<file path="src/rtl/mux32_rr_arbiter.sv">
// mux32_rr_arbiter: round-robin owner selection for a shared 32:1 mux with bounded tenure
//   clk         - rising-edge clock
//   rst         - asynchronous active-high reset
//   en          - allows a new grant to be issued from IDLE
//   req[31:0]   - per-requester request lines
//   done        - current owner releases the grant
//   sel[4:0]    - registered index of the current (or last) owner
//   grant[31:0] - one-hot owner vector, zero when no owner
//   grant_valid - a grant is held
//   timeout     - one-cycle pulse after a grant is revoked by HOLD_MAX expiry
module mux32_rr_arbiter #(
    parameter int HOLD_MAX = 16
) (
    input  logic        clk,
    input  logic        rst,
    input  logic        en,
    input  logic [31:0] req,
    input  logic        done,
    output logic [4:0]  sel,
    output logic [31:0] grant,
    output logic        grant_valid,
    output logic        timeout
);
    typedef enum logic {IDLE, OWN} state_t;
    state_t      r_state, w_state_nxt;
    logic [4:0]  r_sel, r_ptr, w_sel_nxt, w_ptr_nxt, w_win;
    logic [7:0]  r_cnt, w_cnt_nxt;
    logic        r_timeout, w_timeout_nxt, w_found, w_expire;
    // Scan from ptr+1 upward; the 5-bit add wraps 31->0 and k=32 lands on ptr itself,
    // so the previous owner is considered last.
    always_comb begin
        w_win   = r_ptr;
        w_found = 1'b0;
        for (int k = 1; k <= 32; k++) begin
            if (!w_found && req[r_ptr + 5'(k)]) begin
                w_win   = r_ptr + 5'(k);
                w_found = 1'b1;
            end
        end
    end
    assign w_expire = r_cnt == 8'(HOLD_MAX);
    always_comb begin
        w_state_nxt   = r_state;
        w_sel_nxt     = r_sel;
        w_ptr_nxt     = r_ptr;
        w_cnt_nxt     = r_cnt;
        w_timeout_nxt = 1'b0;
        if (r_state == IDLE) begin
            if (en && w_found) begin
                w_state_nxt = OWN;
                w_sel_nxt   = w_win;
                w_ptr_nxt   = w_win;
                w_cnt_nxt   = 8'd1;
            end
        end else if (done || !req[r_sel] || w_expire) begin
            // done wins over expiry, so timeout only fires for a pure expiry exit
            w_state_nxt   = IDLE;
            w_timeout_nxt = !done && req[r_sel] && w_expire;
        end else begin
            w_cnt_nxt = r_cnt + 8'd1;
        end
    end
    always_ff @(posedge clk or posedge rst) begin
        if (rst) begin
            r_state   <= IDLE;
            r_sel     <= 5'd0;
            r_ptr     <= 5'd31;
            r_cnt     <= 8'd0;
            r_timeout <= 1'b0;
        end else begin
            r_state   <= w_state_nxt;
            r_sel     <= w_sel_nxt;
            r_ptr     <= w_ptr_nxt;
            r_cnt     <= w_cnt_nxt;
            r_timeout <= w_timeout_nxt;
        end
    end
    assign sel         = r_sel;
    assign grant_valid = r_state == OWN;
    assign grant       = grant_valid ? 32'd1 << r_sel : 32'd0;
    assign timeout     = r_timeout;
endmodule
</file>
<file path="config.mk">
export PLATFORM = sky130hd
export DESIGN_NAME = mux32_rr_arbiter
export DESIGN_NICKNAME = d
export VERILOG_FILES = /design/src/rtl/mux32_rr_arbiter.sv
export SDC_FILE = /design/constraint.sdc
export NUM_CORES = 1
export LEC_CHECK = 0
export CAP_MARGIN = 20
export CORE_MARGIN = 3
export CORE_UTILIZATION = 45
export DETAILED_ROUTE_END_ITERATION = 8
export PLACE_DENSITY = 0.68
export SLEW_MARGIN = 15
export SYNTH_ARGS = -nofsm -noshare
export SYNTH_HDL_FRONTEND = slang
export SYNTH_SLANG_ARGS = --single-unit
export TNS_END_PERCENT = 1
</file>
<file path="constraint.sdc">
create_clock -name clk -period 6.2 [get_ports clk]
set_clock_uncertainty 0.15 [all_clocks]
set_input_delay 1.24 -clock clk [delete_from_list [all_inputs] [get_ports clk]]
set_output_delay 1.24 -clock clk [all_outputs]
set_load 0.01 [all_outputs]
</file>
==> metrics.csv <==
metric,value,unit
Hold WS,404,ps
Die W,134,µm
Iter 0 DRT Violations,1070,
register area share after synthesis,0.0684,
routed wire length,29300,µm
share of cells above drive strength 1,0.200,
post-synthesis cell count,879,
Synth Area in Compound Gates,0.219,
Seq cells post-synth,20,
DP HPWL,23200,µm
first-pass GRT wire length,45400,µm
ANT cells,0,
Post-CTS Setup Repair Bufs,0,
fmax,169,MHz
slowest CP cell,ha_1,
total I/O pin count,75,
clk_lat worst skew,250,ps
"Avg Cell Area, Syn",8.43,µm²
DIE HEIGHT,134,µm
commonest cells in the netlist,"101 x nor2_1, 73 x mux4_2, 72 x nand2_1",
hold crit path type,reg -> reg,
top-area cell type share of the netlist area,0.222,
Port Buffers,74,
hold_buf cts,0,
"area leader, netlist",mux4_2,
largest family of logic cells by synthesized area,multiplexers,
status,"finished, final reports clean",
initial antenna violation count,0,
core area,0.0160,mm²
fin crit period,5930,ps
critical path type,reg -> reg,
via count,8308,
Unique masters post-synth,96,
Final Hold Vio Count,0,
vias in the first global route,7835,
top-count cell post-synth,nor2_1,
setup tns final,0,ps
Synthesis Warnings,0,
total track usage,0.319,
vias per cell,7.12,
Max Cap Violations,0,
Post-synth EDFFs,0,
fraction of registers with async set/reset,1.00,
Routability Congestion,1.05,
Simple-Gate Fraction of Synth Area,0.231,
antenna-violating nets left,0,
Worst Path Required,6200,ps
ranking of synthesized cells by area,"mux4_2 22%, mux2i_1 7.2%, nor2_1 5.1%",
global route overflow,0,
Die Area,0.0180,mm²
CTS H-tree lvls,1,
worst-case clock buffer depth,2,
mapped cell area,0.00741,mm²
Rel. slew slack,0.318,
post-CTS sizing,0,
CP Cell Sequence,inv_4 > ha_1 > mux4_2 > mux4_2 > mux2i_2 > nand3_1 > or2_2 > or4_1 > nor4_1 > a21oi_1 > o21ai_0 > a211oi_2 > nor3_1,
largest net degree at the start of global routing,35,
final cycle utilization of the critical path,0.956,
root buffer cell,clkbuf_16,
post-synth net total,930,
TritonCTS clock tree,done,
# rows,46,
Setup-failing EPs final,0,
synth-to-layout area growth,16.0,%
xor-xnor portion of the synthesized cell area,0.0377,
RSZ-0062 raised after global routing,false,
crit-path max FO,18,
Crit. End Element,register,
CTS Buf Count,3,
nets@finish,1003,
Post-DP Area,0.00850,mm²
"Largest stage delay, worst path",850,ps
Slew Limit Fails,0,
Starting Density,0.463,
Final Instance Area,0.00859,mm²
drt pass-1 iters,6,
measured slew at the worst slew-check pin,1020,ps
clk sink count,20,
cell mode on critical path,mux4_2,
"Reg clk slew, reported paths",50,ps
number of remaining DRC errors,0,
routed len/inst,25.1,µm
main flop type after synthesis,dfrtp_1,
worst path arrival time,5930,ps
adder-cell share of the synthesized area,0.0253,
CP Launch Type,register,
mux contribution to synthesized area,0.364,
[metrics by stage]
stage,cells,setup WS (ps),utilization
2_1_floorplan,879,432,-
3_3_place_gp,1162,194,0.531
3_5_place_dp,1162,190,0.531
4_1_cts,1166,418,0.537
5_1_grt,1167,31.4,0.537
6_report,1167,275,0.537
[cells in the final DEF, fill, tap and decap left out, types with 28 or more instances in the layout]
cell type        count
nor2_1             101
mux4_2              73
nand3_1             31
a21oi_1             40
clkdlybuf4s50_1     74
nor3_1              28
o21ai_0             48
buf_4               50
mux2i_1             53
nand2_1             72
[routing by layer]
layer / global-route usage / share of wire / vias up
met3: 0.0525 / 0.12 / 96
met1: 0.462 / 0.39 / 3974
met5: 0 / 0 / -
met4: 0.113 / 0.046 / 0
li1: - / - / 3609
met2: 0.483 / 0.44 / 629
[area by class of cell]
class	instances	area, µm²
multi-input combinational	774	6500
inverter	28	108
clock buffer	4	88.8
sequential	20	507
tap	216	270
fill	1551	7410
timing repair buffer	125	1120
[flip-flops by register name, indices dropped and copies added (netlist names)]
register / count
grant_valid: 1
r_cnt: 8
sel: 5
timeout: 1
r_ptr: 5
[worst max-delay path, delay by kind of cell, from the launching register on]
| kind | cells | cell delay (ps) |
|---|---|---|
| muxes | 3 | 1340 |
| buffers and inverters | 1 | 150 |
| DFF | 1 | 630 |
| adders and majority gates | 1 | 850 |
| AOI/OAI and AO/OA | 3 | 440 |
| and+or+nand+nor | 5 | 2250 |
[path summary, 6_finish.rpt]
kind	from	end	slack (ps)	cells after the start
max	r_ptr[1]	sel[4]	270	13
min	r_cnt[5]	r_cnt[5]	400	1
max reg2reg	r_ptr[1]	sel[4]	270	13
min reg2reg	r_cnt[5]	r_cnt[5]	400	1
max in group asynchronous	rst	sel[3]	4190	2
min in group asynchronous	rst	sel[1]	1250	2
[cells by family after synthesis]
| family | Yosys count |
|---|---|
| AOI/OAI and AO/OA | 231 |
| xor gates and xnor gates | 31 |
| adders and majority gates | 15 |
| buffers and inverters | 85 |
| DFF | 20 |
| muxes | 158 |
| and+or+nand+nor | 339 |
Power is left out: the tool's default activity adds up to more than one toggle a clock period on the data nets, which glitch-free logic cannot reach.
